$ cat config.mk
export PLATFORM = sky130hd
export DESIGN_NAME = uart_tx_feeder
export DESIGN_NICKNAME = d
export VERILOG_FILES = /design/src/rtl/uart_pkg.sv /design/src/rtl/fifo_sync.sv /design/src/rtl/uart_tx_feeder.sv
export SDC_FILE = /design/constraint.sdc
export NUM_CORES = 1
export LEC_CHECK = 0
export CORE_MARGIN = 2
export CORE_UTILIZATION = 59
export CTS_CLUSTER_SIZE = 10
export DETAILED_ROUTE_END_ITERATION = 10
export HOLD_SLACK_MARGIN = 0.08
export PLACE_DENSITY_LB_ADDON = 0.08
export SYNTH_ARGS = -nofsm -noshare
export SYNTH_HDL_FRONTEND = slang
export SYNTH_SLANG_ARGS = --single-unit
$ cat constraint.sdc
create_clock -name clk -period 3.05 [get_ports clk]
set_clock_uncertainty 0.05 [all_clocks]
set_input_delay 0.61 -clock clk [delete_from_list [all_inputs] [get_ports clk]]
set_output_delay 0.61 -clock clk [all_outputs]
set_load 0.01 [all_outputs]
$ cat src/rtl/uart_pkg.sv
// Shared types and defaults for the UART transmit path.
package uart_pkg;

    localparam int unsigned DEF_DBIT   = 8;
    localparam int unsigned DEF_ADDR_W = 4;

    typedef enum logic {
        ST_IDLE = 1'b0,
        ST_WAIT = 1'b1
    } state_e;

endpackage

$ cat src/rtl/fifo_sync.sv
// Circular byte FIFO with registered occupancy count and a sticky overflow flag.
module fifo_sync
    import uart_pkg::*;
#(
    parameter int unsigned DBIT   = DEF_DBIT,
    parameter int unsigned ADDR_W = DEF_ADDR_W
) (
    input  logic              clk,
    input  logic              reset,
    input  logic              wr,
    input  logic [DBIT-1:0]   w_data,
    input  logic              rd,
    output logic [DBIT-1:0]   r_data,
    output logic              full,
    output logic              empty,
    output logic [ADDR_W:0]   count,
    output logic              overflow
);

    localparam logic [ADDR_W:0] DEPTH_CNT = (ADDR_W + 1)'(2 ** ADDR_W);

    logic [DBIT-1:0]   mem [2 ** ADDR_W];
    logic [ADDR_W-1:0] rd_ptr_q, rd_ptr_d;
    logic [ADDR_W-1:0] wr_ptr_q, wr_ptr_d;
    logic [ADDR_W:0]   count_q, count_d;
    logic              overflow_q, overflow_d;
    logic              do_push, do_pop;

    assign full   = (count_q == DEPTH_CNT);
    assign empty  = (count_q == '0);
    assign count  = count_q;
    assign overflow = overflow_q;
    assign r_data = mem[rd_ptr_q];

    // A simultaneous pop frees a slot, so a push at full is still accepted.
    assign do_pop  = rd && !empty;
    assign do_push = wr && (!full || do_pop);

    always_comb begin
        rd_ptr_d   = rd_ptr_q;
        wr_ptr_d   = wr_ptr_q;
        count_d    = count_q;
        overflow_d = overflow_q;
        if (do_pop) begin
            rd_ptr_d = rd_ptr_q + ADDR_W'(1);
        end
        if (do_push) begin
            wr_ptr_d = wr_ptr_q + ADDR_W'(1);
        end
        if (wr && !do_push) begin
            overflow_d = 1'b1;
        end
        unique case ({do_push, do_pop})
            2'b10:   count_d = count_q + (ADDR_W + 1)'(1);
            2'b01:   count_d = count_q - (ADDR_W + 1)'(1);
            default: count_d = count_q;
        endcase
    end

    always_ff @(posedge clk or posedge reset) begin
        if (reset) begin
            rd_ptr_q   <= '0;
            wr_ptr_q   <= '0;
            count_q    <= '0;
            overflow_q <= 1'b0;
        end else begin
            rd_ptr_q   <= rd_ptr_d;
            wr_ptr_q   <= wr_ptr_d;
            count_q    <= count_d;
            overflow_q <= overflow_d;
        end
    end

    // Storage is intentionally not reset.
    always_ff @(posedge clk) begin
        if (do_push) begin
            mem[wr_ptr_q] <= w_data;
        end
    end

endmodule

$ cat src/rtl/uart_tx_feeder.sv
// Buffers producer bytes and launches them one at a time into the UART transmitter.
module uart_tx_feeder
    import uart_pkg::*;
#(
    parameter int unsigned DBIT   = DEF_DBIT,
    parameter int unsigned ADDR_W = DEF_ADDR_W
) (
    input  logic              clk,
    input  logic              reset,
    input  logic              wr,
    input  logic [DBIT-1:0]   w_data,
    output logic              full,
    output logic              empty,
    output logic [ADDR_W:0]   count,
    output logic              overflow,
    output logic              tx_start,
    output logic [DBIT-1:0]   din,
    input  logic              tx_done_tick,
    output logic              busy
);

    state_e          state_q, state_d;
    logic            tx_start_q, tx_start_d;
    logic [DBIT-1:0] din_q, din_d;
    logic [DBIT-1:0] r_data;
    logic            pop;

    fifo_sync #(
        .DBIT   (DBIT),
        .ADDR_W (ADDR_W)
    ) u_fifo (
        .clk      (clk),
        .reset    (reset),
        .wr       (wr),
        .w_data   (w_data),
        .rd       (pop),
        .r_data   (r_data),
        .full     (full),
        .empty    (empty),
        .count    (count),
        .overflow (overflow)
    );

    always_comb begin
        state_d    = state_q;
        tx_start_d = 1'b0;
        din_d      = din_q;
        pop        = 1'b0;
        case (state_q)
            ST_IDLE: begin
                if (!empty) begin
                    din_d      = r_data;
                    tx_start_d = 1'b1;
                    pop        = 1'b1;
                    state_d    = ST_WAIT;
                end
            end
            ST_WAIT: begin
                if (tx_done_tick) begin
                    state_d = ST_IDLE;
                end
            end
        endcase
    end

    always_ff @(posedge clk or posedge reset) begin
        if (reset) begin
            state_q    <= ST_IDLE;
            tx_start_q <= 1'b0;
            din_q      <= '0;
        end else begin
            state_q    <= state_d;
            tx_start_q <= tx_start_d;
            din_q      <= din_d;
        end
    end

    assign tx_start = tx_start_q;
    assign din      = din_q;
    assign busy     = (state_q == ST_WAIT);

endmodule
==> flow_summary.ini <==
[route]
wire_per_inst_um = 21.1
first_pass_iters = 4
postRouteAntennaNets = 0
drt-total-wl_mm = 11.0
drt_iter0_drc = 212
avgViaCountPerCell = 5.83
drc = 0
vias = 3050

[clock_tree]
clk_pin_slew_ns = 0.06
cts_buffer_depth = 2
cts_hold_buf = 0
cts_max_level = 4
clockRootBuffer = clkbuf_8
post-cts-setup-buffers = 0
worst_skew_pair.late_latency_ns = 0.51
clkSinkCount = 152
cts_buffers = 17
cts_tree = built

[placement]
place_ws_ns = 0.0101
dp_cells = 491
place_congestion = 0.787
hpwlAfterDp_mm = 7.33
io_buffers = 29

[critical_path]
slowest_delay_ns = 0.45
setup.worst_path.end_class = flop
required_ns = 3.40
rr_worst_depth = 12
cp_slowest_cell = dfrtp_1
critPathLaunchType = flop
crit_chain = nor4_4 -> and2_2 -> a21boi_2 -> inv_1 -> ha_2 -> inv_1 -> fa_1 -> nor2b_1 -> o21ai_1 -> nand3_1 -> or3b_1 -> xnor2_1
cpMostUsedCell = inv_1
path_class = flop to flop
cp.arrival_ns = 3.13
r2r_start = u_fifo.count[0]
startpoint = u_fifo.count[0]
crit_fanout = 5

[pwr]
p_leak_nw = 2.55
p_per_area_nw_per_um2 = 938
p_total_w = 0.00680
worst_ir_drop_vdd_mv = 0.427

[timing]
finalCriticalPeriod_ns = 2.79
post-route-period-util_pct = 91.3
max_slew_margin_pct = 58.8
worst_slack_ns = 0.265
drv_slew = 0
fmax_ghz = 0.359
rsz0062_at_grt = no
hold_viol = 0
tns_ns = 0
tightest_slew_ns = 0.616
setup-violations-final = 0

[yosys]
syn-num-nets = 335
synth_edf_count = 128
syn-cell-area_um2 = 6090
synth_seq_cells = 152
syn_area_per_cell_um2 = 19.5
syn_inst = 313
ys_seq_area_share_pct = 73.0
synth_flop_cell = edfxtp_1
ys_async_sr_fraction_pct = 15.8
yosysUniqueCellTypes = 37
yosys_warnings = 0

[finish]
layout.nets = 396
drive_gt1_share_pct = 26.1
layout.cells.non_filler = 523
diodes = 0
layout.cells.most_common = edfxtp_1
final_cell_mix = 128 x edfxtp_1, 32 x mux4_2, 29 x clkdlybuf4s50_1, 27 x buf_4, 24 x dfrtp_1
syn_to_final_growth_pct = 18.9

[worst_hold_path]
hp-class = input port to async pin

[floorplan]
die_h_um = 106
io_pins = 30
start_util_pct = 59.8
row_count = 37
die_w_um = 106
core_um2 = 10200
dieArea_um2 = 11200

[global_route]
grt_pass1_wl_mm = 17.5
use_met2_pct = 34.5
grtUsageMet3_pct = 5.75
grt_pass1_vias = 3174
met1_usage_pct = 29.9
grt_max_degree = 25
track_usage_pct = 22.0
antenna_found_initial = 0
globalRoute.busiestLayer = met2
grt_overflow = 0

[run]
cap_violations = 0

[outcome]
status = finished clean
final cells by class:
class / count / area (µm²)
Tap cell: 136 / 170
Clock buffer: 21 / 449
Sequential cell: 152 / 4440
Multi-Input combinational cell: 137 / 1530
Inverter: 9 / 33.8
Timing Repair Buffer: 57 / 513
Clock inverter: 11 / 106
Fill cell: 673 / 2940
final timing paths:
check                                      to  slack [ns]
hold / removal             u_fifo.rd_ptr_q[2]        0.40
min in group clk              u_fifo.overflow        0.42
max in group asynchronous              din[6]        2.29
setup / recovery              u_fifo.count[4]        0.26
hold reg to reg               u_fifo.overflow        0.42
setup reg to reg              u_fifo.count[4]        0.26
report_power, final:
part	internal, W	total (W)	leakage (nW)	switching, W
clock network	0.00119	0.00194	0.278	0.000746
logic	0.00105	0.00201	0.828	0.000962
registers	0.00259	0.00285	1.44	0.000257
total	0.00483	0.00680	2.55	0.00196
worst max-delay path: cells and delay by family, from the launching register on:
kind,cells,cell delay [ns]
buffers and inverters,2,0.17
adder cells (fa/ha/maj),2,0.62
XOR/XNOR,1,0.13
AO/OA/AOI/OAI,2,0.15
flip-flops,1,0.45
AND/OR/NAND/NOR,5,1.10
sequential cells by signal, summed over array words and instances, names as in the netlist:
register and cells:
u_fifo.overflow 1, tx_start 1, u_fifo.wr_ptr_q 4, u_fifo.mem 128, u_fifo.count 5, din 8, busy 1, u_fifo.rd_ptr_q 4
layer usage:
layer / vias up / share of wire [%] / wire [µm]
met5: - / 0 / 0
met4: 0 / 2.4 / 263
met1: 1598 / 43 / 4740
met2: 77 / 50 / 5540
li1: 1353 / - / -
met3: 22 / 4.3 / 477
cell families after synthesis:
group,Yosys count,synth area share [%]
DFF,152,73.0
and+or+nand+nor,50,3.98
muxes,49,14.6
buffers and inverters,24,2.16
AOI/OAI and AO/OA,18,2.67
xor gates and xnor gates,10,1.44
adders and majority gates,10,2.18
synth_stat cells, types with 3 or more instances:
| master | count | share of area (%) |
|---|---|---|
| ha_1 | 9 | 1.8 |
| edfxtp_1 | 128 | 63 |
| clkbuf_1 | 3 | 0.18 |
| dfrtp_1 | 24 | 9.9 |
| inv_1 | 8 | 0.49 |
| xnor2_1 | 8 | 1.2 |
| mux4_2 | 32 | 12 |
| o21ai_0 | 4 | 0.33 |
| buf_2 | 6 | 0.49 |
| o221ai_1 | 7 | 1.0 |
| nor2_1 | 13 | 0.80 |
| buf_6 | 4 | 0.74 |
| mux2i_1 | 17 | 2.8 |
| nand2_1 | 19 | 1.2 |
| nor3_1 | 4 | 0.33 |
repair_timing:
action | 4_1_cts | 5_1_grt
gates resized for setup | 0 | 3
hold endpoints to repair | 0 | 0
endpoints found under the setup margin | 0 | 1
metrics by stage:
step	util, %	area, µm²	hold WS (ns)
after floorplan	-	6090	0.462
after detailed placement	65.6	6680	0.411
after global placement	65.6	6680	0.415
after CTS	71.0	7230	0.402
after global routing	71.1	7240	0.438
final	71.1	7240	0.405
No activity file was read; power rests on OpenSTA's default activity.
